File: src/rtl/sobolflex_ctrl.sv
// sobolflex_ctrl: sequencing controller for the sobolflex Sobol RNG core.
// Keeps one index counter per core state channel and turns the selected
// channel's index into a lowest-zero-bit one-hot that picks the direction
// vector the core XORs into its state. Runs are length-bounded and use a
// start/done handshake.
//
// Optional feature macro: SOBOLFLEX_CTRL_WRAP_EN
//   When defined, adds output oWrap, which flags the step taken at the
//   all-ones index. That step also ends the run.

module sobolflex_ctrl #(
  parameter int BITWIDTH = 8
) (
  input  logic                iClk,
  input  logic                iRstN,
  input  logic                iStart,
  input  logic                iChan,
  input  logic                iFresh,
  input  logic [BITWIDTH:0]   iLen,
  input  logic                iHold,
  output logic [BITWIDTH-1:0] oOneHot,
  output logic                oSel,
  output logic                oClr,
  output logic                oEn,
  output logic [BITWIDTH-1:0] oIdx,
  output logic                oBusy,
`ifdef SOBOLFLEX_CTRL_WRAP_EN
  output logic                oWrap,
`endif
  output logic                oDone
);

  typedef enum logic [1:0] {
    IDLE  = 2'd0,
    CLEAR = 2'd1,
    RUN   = 2'd2,
    DONE  = 2'd3
  } state_t;

  localparam logic [BITWIDTH:0]   LEN_ONE = {{BITWIDTH{1'b0}}, 1'b1};
  localparam logic [BITWIDTH-1:0] IDX_ONE = {{(BITWIDTH-1){1'b0}}, 1'b1};

  state_t              state_reg;
  state_t              state_next;
  logic                chan_reg;
  logic [BITWIDTH:0]   remaining_reg;

  logic [BITWIDTH-1:0] cnt_sel;
  logic [BITWIDTH-1:0] cnt_inc;
  logic                step;
  logic                is_ones;
  logic                last_step;
  logic                accept;

  // A step happens on every non-stalled RUN cycle.
  assign step    = (state_reg == RUN) && !iHold;
  assign accept  = (state_reg == IDLE) && iStart;
  assign is_ones = &cnt_sel;
  assign cnt_inc = cnt_sel + IDX_ONE;

`ifdef SOBOLFLEX_CTRL_WRAP_EN
  // The all-ones step ends the run early so the index never wraps inside a run.
  assign last_step = step && ((remaining_reg == LEN_ONE) || is_ones);
`else
  assign last_step = step && (remaining_reg == LEN_ONE);
`endif

  // One index counter per core channel. CLEAR wipes both, because the core
  // clears both of its state registers at once.
  genvar gi;
  generate
    for (gi = 0; gi < 2; gi++) begin : g_cnt
      logic [BITWIDTH-1:0] cnt;
      logic                mine;
      assign mine = (chan_reg == (gi == 1));

      // Channel counter: clear on CLEAR, advance only on steps of this channel.
      always_ff @(posedge iClk or negedge iRstN) begin
        if (!iRstN) begin
          cnt <= '0;
        end else if (state_reg == CLEAR) begin
          cnt <= '0;
        end else if (step && mine) begin
          cnt <= cnt_inc;
        end
      end
    end
  endgenerate

  assign cnt_sel = chan_reg ? g_cnt[1].cnt : g_cnt[0].cnt;

  // State register.
  always_ff @(posedge iClk or negedge iRstN) begin
    if (!iRstN) begin
      state_reg <= IDLE;
    end else begin
      state_reg <= state_next;
    end
  end

  // Run parameters: latched on an accepted start, remaining counts down per step.
  always_ff @(posedge iClk or negedge iRstN) begin
    if (!iRstN) begin
      chan_reg      <= 1'b0;
      remaining_reg <= '0;
    end else if (accept) begin
      chan_reg      <= iChan;
      remaining_reg <= iLen;
    end else if (step) begin
      remaining_reg <= remaining_reg - LEN_ONE;
    end
  end

  // Next-state logic.
  always_comb begin
    state_next = state_reg;
    case (state_reg)
      IDLE: begin
        if (iStart) begin
          if (iLen == '0) begin
            state_next = DONE;
          end else if (iFresh) begin
            state_next = CLEAR;
          end else begin
            state_next = RUN;
          end
        end
      end
      CLEAR:   state_next = RUN;
      RUN:     if (last_step) state_next = DONE;
      DONE:    state_next = IDLE;
      default: state_next = IDLE;
    endcase
  end

  // Output decode from registered state and the stall input.
  always_comb begin
    oOneHot = '0;
    oEn     = step;
    oClr    = (state_reg == CLEAR);
    oBusy   = (state_reg == CLEAR) || (state_reg == RUN);
    oDone   = (state_reg == DONE);
    oSel    = chan_reg;
    oIdx    = cnt_sel;
    // Lowest zero bit of the index; all-ones yields zero (no direction vector).
    if (step) begin
      oOneHot = ~cnt_sel & cnt_inc;
    end
`ifdef SOBOLFLEX_CTRL_WRAP_EN
    oWrap   = step && is_ones;
`endif
  end

endmodule

File: config.mk
export PLATFORM = sky130hd
export DESIGN_NAME = sobolflex_ctrl
export DESIGN_NICKNAME = d
export VERILOG_FILES = /design/src/rtl/sobolflex_ctrl.sv
export SDC_FILE = /design/constraint.sdc
export NUM_CORES = 1
export LEC_CHECK = 0
export ABC_AREA = 1
export ABC_CLOCK_PERIOD_IN_PS = 2350
export CAP_MARGIN = 20
export CORE_ASPECT_RATIO = 1.25
export CORE_MARGIN = 10
export CORE_UTILIZATION = 53
export CTS_BUF_LIST = sky130_fd_sc_hd__clkbuf_16
export DETAILED_ROUTE_END_ITERATION = 12
export HOLD_SLACK_MARGIN = 0.06
export PLACE_DENSITY_LB_ADDON = 0.08
export SKIP_CTS_REPAIR_TIMING = 1
export SYNTH_ARGS = -nofsm -noshare
export SYNTH_HDL_FRONTEND = slang
export SYNTH_SLANG_ARGS = --single-unit
File: constraint.sdc
create_clock -name iClk -period 2.35 [get_ports iClk]
set_clock_uncertainty 0.1 [all_clocks]
set_input_delay 0.3525 -clock iClk [delete_from_list [all_inputs] [get_ports iClk]]
set_output_delay 0.3525 -clock iClk [all_outputs]
set_load 0.02 [all_outputs]
# Word level (Yosys, flattened, before mapping)
# Cells that the tools add are included.
# Widths: inputs -> output; s select.
[classes] div=0 reduce_logical=13 n_mux=13 n_bitwise=3 shifts=0 addsub=2 magnitude_cmp=0 n_mul=0 n_eq_ne=6
[op_table] op="$mux 8" count=6
[op_table] op="$mux 9" count=2
[op_table] op="$eq 9x1->1 const B" count=1
[op_table] op="$logic_not 9->1" count=1
[op_table] op="$sub 9x1->9 const B" count=1
[op_table] op="$add 8x1->8 const B" count=1
[op_table] op="$and 8x8->8" count=1
[op_table] op="$mux 2" count=4
[op_table] op="$not 8->8" count=1
[op_table] op="$pmux 2 s4" count=1
[op_table] op="$reduce_bool 2->1" count=3
[op_table] op="$logic_and 1x1->1" count=5
[op_table] op="$eq 2x2->1 const B" count=2
[op_table] op="$ne 2x2->1 const B" count=2
[op_table] op="$eq 2x1->1 const B" count=1
[op_table] op="$logic_not 2->1" count=1
[op_table] op="$reduce_and 2->1" count=1
[op_table] op="$logic_not 1->1" count=1
[op_table] op="$logic_or 1x1->1" count=1
[op_table] op="$not 1->1" count=1
[totals] elab_cells=42 mem_bits_rw=0 latchBits=0 n_memories=0 input_bits=15 ff_bits=28 rom_bits=0 output_inout_bits=21

# Depth between registers and ports, before layout
# Gate-level depths: netlist of run 1.
[logic_depth] depth_word=5 depth_mapped=11 ltp_nobuf=10

# Worst setup path after synthesis of run 1
# No wires, ideal clock.
[synth_timing] path_kind="reg-to-output" from="reg chan_reg (netlist: oSel)" to="out oOneHot[6]" arrival_ns=1.986 n_path_buf=2 required_time_ns=1.898 stages_incl_launch_ff=11 path_slack_ns=-0.088 path_cell_list="dfrtp_1 > buf_6 > buf_8 > nand2_1 > o21a_4 > ha_1 > inv_1 > nor4_2 > ha_1 > inv_1 > nor2_1"
[synth_between] elab_chain_len=4 word_cells_on_any_way=5 cone_classes="add/sub (1); mux (2); bitwise (2)"
[synth_rtl] element="start, declared" line="45" source="logic chan_reg;"
[synth_rtl] element="start signal, assigned" line="107" source="chan_reg <= iChan;"
[synth_rtl] element="$mux 8" line="90" source="assign cnt_sel = chan_reg ? g_cnt[1].cnt : g_cnt[0].cnt;"
[synth_rtl] element="net oIdx[1]" line="25" source="output logic [BITWIDTH-1:0] oIdx,"
[synth_rtl] element="$add 8x1->8" line="59" source="assign cnt_inc = cnt_sel + IDX_ONE;"
[synth_rtl] element="$and 8x8->8" line="147" source="oOneHot = ~cnt_sel & cnt_inc;"
[synth_rtl] element="$mux 8" line="146" source="if (step) begin"
[synth_rtl] element="end, declared" line="21" source="output logic [BITWIDTH-1:0] oOneHot,"
# The timed path passes the listed nets, and every way through them passes these cells.

# Worst setup path after layout of run 1
[layout_timing] from="reg chan_reg (netlist: oSel)" to="out oOneHot[6]"
[layout_between] elab_chain_len=4 word_cells_on_any_way=5 cone_classes="add/sub (1); mux (2); bitwise (2)"
[layout_rtl] element="$mux 8 *" line="90"
[layout_rtl] element="$add 8x1->8 / $not 8->8 (equally long branches)" line="59, 147"
[layout_rtl] element="$and 8x8->8 *" line="147"
[layout_rtl] element="$mux 8 *" line="146"
# Mark *: on every way between the ends. The rest lies on a longest branch, timed or not.

==> qor.csv, run 1 <==
metric;value;unit
Yosys cell types;31;
CTS tree;done;
post-synth top area share;0.3483;
met3 usage;0.02806;
CTS max path bufs;2;
worst rel slew slack;0.7059;
Post-Synthesis Cells;258;
DR DRC count;0;
All-Layer GR Usage;0.1438;
Max Cap Viol;0;
area grow syn2layout;27.92;%
unrepaired setup endpoints after global routing;yes;
Crit Path Max Fanout;6;
H-tree lvl count;1;
pre-CTS setup slack;-271.0;ps
DRT Wirelength;4522;µm
M2 GR Usage;0.2719;
first-pass GRT wire length;7693;µm
grt peak-use layer;met2;
number of register bits inferred by synthesis;28;
area occupied by multi-input gates;0.001062;mm²
GRT overflow;0;
Final Slew Violations;0;
diode count;0;
FF+latch area;701.9;µm²
final hold vios;0;
Die ar.;0.006676;mm²
initial antenna violation count;0;
fmax;415.0;MHz
Die Y;88.89;µm
Buf/Inv on CP;3;
total clock sinks;28;
commonest non-fill, non-tap cell in the layout;nand2_1;
Initial Utilization;0.5405;
Worst Tran Pin Value;439.5;ps
post-route setup slack;-59.53;ps
CP max-delay cell;dfrtp_2;
Routed Antenna Nets;0;
Core Util, Final;0.6914;
IO Port Bufs;35;
FP Rows;25;
Max IR drop VDD;0.0006262;V
Worst Hold Class;in2async;
min Tclk post-route;2410;ps
most frequent cells in the layout;nand2_1, inv_1, nor2_1;
status;complete, but fails checks;
routability cong.;0.8700;
violated checks;negative setup slack;
CTS buffer count;3;
CP endpoint kind;primary output;
Synth Area per Inst;7.798;µm²
setup violators final;2;
top cells by area, synth;dfrtp_1, nand2_1, ha_1;
DR pass1 iterations;7;
CP Launch Type;register;
vias in the first global route;1788;
Pleak;1.351;nW
max FFs per register;16;
met1 Resource Use GR;0.1502;
core area;0.003722;mm²
Yosys warning count;0;
layout filler cell count;336;
number of vias per cell;5.109;
WS Path Type;reg2out;
detailed-route wire length per cell;12.96;µm
worst skew pair latency;260;ps
PD cells;1415;mW/mm²
largest net degree at the start of global routing;29;
WP data arrival;1960;ps
register area share after synthesis;0.3483;
CP peak stage delay;460;ps
Clock transition at path regs;70;ps
setup TNS;-65.79;ps
syn nets;288;
share of layout cells above drive strength 1;0.2006;
largest area contributor in the netlist;dfrtp_1;
Total Nets Final;341;
Via Count;1783;
Mapped Area;0.002012;mm²
Final Cycle Share;1.025;
overall power;3.642;mW
I/O Pins;36;
worst endpoint required time;1900;ps
1st-iter DRT viols;85;
CTS root buffer;clkbuf_16;
die span in x;75.11;µm
DP HPWL;3586;µm
worst path cell trace;nand2_1 > o21a_4 > ha_1 > inv_1 > nor4_2 > ha_1 > inv_1 > nor2_4 > clkbuf_2;
cell family with most CP delay;simple AND/OR/NAND/NOR gates;
post-route insts no fill;349;
r2r setup slk;410;ps
Post-Place Cells;346;
## cell usage after synthesis
cell type / n
nand2_1: 55
inv_1: 46
nor2_1: 37
dfrtp_1: 28
o21ai_0: 16
ha_1: 15
nand3_1: 9
o21ai_2: 6
buf_6: 5
nand2_2: 5
inv_2: 3
nand4_1: 3
o21a_4: 3
o21ai_4: 3
a21oi_1: 2
nand2_4: 2
nor2_4: 2
nor3_2: 2
o211ai_1: 2
o21bai_1: 2
xor2_1: 2
buf_4: 1
buf_8: 1
mux2i_1: 1
nand3_2: 1
nor2_2: 1
nor4_2: 1
o211ai_2: 1
o21ai_1: 1
o221ai_1: 1
o22ai_1: 1
## cells by family after synthesis
logic type | share of synthesized area
mux | 0.004975
flops | 0.3483
buf+inv | 0.1306
simple gates | 0.2655
xor+xnor | 0.008708
compound gates | 0.1486
fa+ha+maj | 0.09328
## worst paths after layout
check                                            startpoint                           to  cells past startpoint
worst max-delay path                       oSel$_DFFE_PN0P_                   oOneHot[6]                      9
worst min-delay path                                  iRstN  g_cnt[0].cnt[2]$_DFFE_PN0P_                      2
worst max register to register             oSel$_DFFE_PN0P_  g_cnt[0].cnt[6]$_DFFE_PN0P_                      9
worst min register to register  g_cnt[1].cnt[5]$_DFFE_PN0P_  g_cnt[1].cnt[5]$_DFFE_PN0P_                      2
max in group asynchronous                             iRstN             oSel$_DFFE_PN0P_                      2
min in group iClk               g_cnt[1].cnt[5]$_DFFE_PN0P_  g_cnt[1].cnt[5]$_DFFE_PN0P_                      2
## per-layer routing
metal / wire, µm / vias up / share of wire
met2: 2335 / 47 / 0.52
met5: 0 / - / 0
met4: 82 / 0 / 0.018
met3: 228 / 10 / 0.050
met1: 1876 / 821 / 0.41
li1: - / 905 / -
## worst reg2reg max path, stage by stage, from the launching register on
cell and delay [ps]:
dfrtp_2 460, nand2_1 100, o21a_4 120, ha_1 160
inv_1 60, nor4_2 280, ha_1 280, nor2_1 130
nand2_1 80, o21ai_2 90
## where the power goes
group | total, mW | internal (mW) | leakage (nW) | switching (mW)
clock | 0.385 | 0.226 | 0.0370 | 0.159
sequential | 0.848 | 0.705 | 0.352 | 0.143
combinational | 2.41 | 1.04 | 0.961 | 1.37
## through the flow
step                      instance area, µm²  hold WS [ps]
after floorplan                         2019        -43.09
after CTS                               2566         380.9
after global placement                  2491         413.6
final                                   2574         362.9
after global routing                    2574         412.4
after detailed placement                2491         414.4
## area by class of cell
class,instances,area share
clock buffers,3,0.02917
inverters,49,0.07146
multi-input cells,174,0.4127
flip-flops and latches,28,0.2727
well taps,40,0.01945
repair buffers,55,0.1945
No activity file was read; power rests on OpenSTA's default activity.
==> run 2, diff against run 1 <==
--- a/config.mk
+++ b/config.mk
@@ -6,13 +6,14 @@
 export NUM_CORES = 1
 export LEC_CHECK = 0
 export ABC_AREA = 1
-export ABC_CLOCK_PERIOD_IN_PS = 2350
+export ABC_CLOCK_PERIOD_IN_PS = 2230
 export CAP_MARGIN = 20
 export CORE_ASPECT_RATIO = 1.25
 export CORE_MARGIN = 10
-export CORE_UTILIZATION = 53
+export CORE_UTILIZATION = 63
 export CTS_BUF_LIST = sky130_fd_sc_hd__clkbuf_16
 export DETAILED_ROUTE_END_ITERATION = 12
+export DONT_BUFFER_PORTS = 1
 export HOLD_SLACK_MARGIN = 0.06
 export PLACE_DENSITY_LB_ADDON = 0.08
 export SKIP_CTS_REPAIR_TIMING = 1
==> constraint.sdc (replaced) <==
create_clock -name iClk -period 2.23 [get_ports iClk]
set_clock_uncertainty 0.1 [all_clocks]
set_input_delay 0.3345 -clock iClk [delete_from_list [all_inputs] [get_ports iClk]]
set_output_delay 0.3345 -clock iClk [all_outputs]
set_load 0.02 [all_outputs]
==> run 2 against run 1 <==
The flow still finishes with violations (negative setup slack). Routed wire length is 7.1% higher. Register-to-register slack got worse by 270 ps. Hold slack lost 260 ps. Final cell count down 8.9%. Combinational power is 7% higher. Non-clock buffer count shrank 28. First-iteration DRC count is 18% lower. Sequential power grew 8.3%.
==> qor.csv, run 2 (same netlist as run 1, synthesis figures left out) <==
metric;value;unit
status;complete, but fails checks;
violated checks;negative setup slack;
CTS root buffer;clkbuf_16;
Initial Utilization;0.6706;
hold_sp;iLen[6];
IO Port Bufs;0;
diode count;0;
Die ar.;0.005868;mm²
area grow syn2layout;20.21;%
Clock transition at path regs;70;ps
post-route setup slack;-216.1;ps
Crit Path Max Fanout;5;
Clock power frac;0.107;
cell mode on critical path;buf_4;
overall power;3.904;mW
switch share;0.4921;
routability cong.;0.8590;
Worst Hold Class;in2reg;
CTS buffer count;3;
Routed Antenna Nets;0;
Die Y;83.18;µm
Logic pwr share;0.658;
unrepaired setup endpoints after global routing;yes;
layout filler cell count;212;
largest net degree at the start of global routing;29;
FF+latch area;704.4;µm²
Total Nets Final;313;
H-tree lvl count;1;
worst endpoint required time;1800;ps
I/O Pins;36;
commonest non-fill, non-tap cell in the layout;nand2_1;
share of layout cells above drive strength 1;0.2730;
final hold slack;100.2;ps
final hold vios;0;
max FFs per register;16;
GRT overflow;0;
PD cells;1614;mW/mm²
CP Launch Type;register;
CTS tree;done;
Via Count;1695;
Worst Tran Pin Value;447.6;ps
1st-iter DRT viols;70;
worst skew pair latency;270;ps
All-Layer GR Usage;0.1457;
first-pass GRT wire length;7217;µm
Final Slew Violations;0;
Final Cycle Share;1.097;
P_int;1.983;mW
vias in the first global route;1649;
detailed-route wire length per cell;15.23;µm
DRT Wirelength;4842;µm
CP max-delay cell;dfrtp_4;
FP Rows;22;
CP peak stage delay;530;ps
fmax;408.8;MHz
number of vias per cell;5.330;
worst rel slew slack;0.7005;
DR DRC count;0;
Max IR drop VDD;0.001188;V
setup violators final;6;
min Tclk post-route;2446;ps
Max Cap Viol;0;
cell family with most CP delay;flip-flops;
most frequent cells in the layout;nand2_1, inv_1, nor2_1;
die span in x;70.55;µm
DP HPWL;3168;µm
crit path from;oSel$_DFFE_PN0P_;
R2R Path Start;oSel$_DFFE_PN0P_;
CP endpoint kind;primary output;
core area;0.003000;mm²
total clock sinks;28;
initial antenna violation count;0;
Switching Power;1.921;mW
sequential share of power;0.235;
area occupied by multi-input gates;0.001151;mm²
CTS max path bufs;2;
Pleak;1.165;nW
WP data arrival;2010;ps
Buf/Inv on CP;4;
WS Path Type;reg2out;
DR pass1 iterations;4;
worst path cell trace;buf_12 > nand2_2 > o21ai_4 > buf_4 > nor3_2 > ha_1 > inv_1 > nor2_1 > buf_4;
## run 2: cell count changes in the layout (fill, tap and decap cells not counted), sizes merged
| cell | change |
|---|---|
| dlymetal6s2s | -8 |
| clkdlybuf4s50 | -22 |
| clkbuf | -3 |
| buf | +4 |
| dlygate4sd3 | +1 |
| clkinv | +1 |
## run 2: worst paths after layout
check	depth (start not counted)	endpoint	slack [ps]
max in group asynchronous	2	oSel$_DFFE_PN0P_	1420
setup / recovery	9	oOneHot[5]	-220
hold reg to reg	2	remaining_reg[6]$_DFFE_PN0P_	440
min in group asynchronous	2	remaining_reg[5]$_DFFE_PN0P_	430
hold / removal	2	remaining_reg[6]$_DFFE_PN0P_	100
setup reg to reg	10	g_cnt[1].cnt[7]$_DFFE_PN0P_	140
## run 2: layout make-up
type / count / area share
inverters: 49 / 0.07708
clock buffers: 3 / 0.03104
multi-input cells: 174 / 0.4759
well taps: 36 / 0.01862
repair buffers: 27 / 0.1045
flip-flops and latches: 28 / 0.2913
clock inverters: 1 / 0.001552
## run 2: power by group through the flow
stage / logic (mW) / clock network [mW] / registers [mW]
after CTS: 2.05 / 0.419 / 0.932
after global routing: 2.87 / 0.441 / 0.947
final: 2.57 / 0.417 / 0.918
after detailed placement: 2.03 / 0 / 0.939
after global placement: 2.01 / 0 / 0.937
after floorplan: 1.78 / 0 / 0.864
## run 2: metal layers
| layer | global-route usage | wire length [µm] | vias to the layer above |
|---|---|---|---|
| li1 | - | - | 845 |
| met1 | 0.1612 | 1908 | 786 |
| met2 | 0.2488 | 2440 | 49 |
| met3 | 0.04643 | 356 | 15 |
| met4 | 0.05975 | 136 | 0 |
| met5 | 0 | 0 | - |
## run 2: per-stage QoR
| stage | cells | util | setup TNS [ps] | instance area [µm²] | setup slack, ps |
|---|---|---|---|---|---|
| after floorplan | 258 | - | 0 | 2036 | 54.52 |
| after global placement | 300 | 0.6998 | 0 | 2100 | 136.5 |
| after detailed placement | 300 | 0.6998 | 0 | 2100 | 91.59 |
| after CTS | 304 | 0.7260 | -833.2 | 2178 | -199.1 |
| after global routing | 318 | 0.8061 | -1290 | 2419 | -330.4 |
| final | 318 | 0.8061 | -785.3 | 2419 | -216.1 |
==> run 3, diff against run 2 <==
--- a/config.mk
+++ b/config.mk
@@ -6,7 +6,6 @@
 export NUM_CORES = 1
 export LEC_CHECK = 0
 export ABC_AREA = 1
-export ABC_CLOCK_PERIOD_IN_PS = 2230
 export CAP_MARGIN = 20
 export CORE_ASPECT_RATIO = 1.25
 export CORE_MARGIN = 10
@@ -17,6 +16,7 @@
 export HOLD_SLACK_MARGIN = 0.06
 export PLACE_DENSITY_LB_ADDON = 0.08
 export SKIP_CTS_REPAIR_TIMING = 1
+export SLEW_MARGIN = 5
 export SYNTH_ARGS = -nofsm -noshare
 export SYNTH_HDL_FRONTEND = slang
 export SYNTH_SLANG_ARGS = --single-unit
==> results of run 3 <==
Final layout, timing and power as in run 2 (identical DEF).
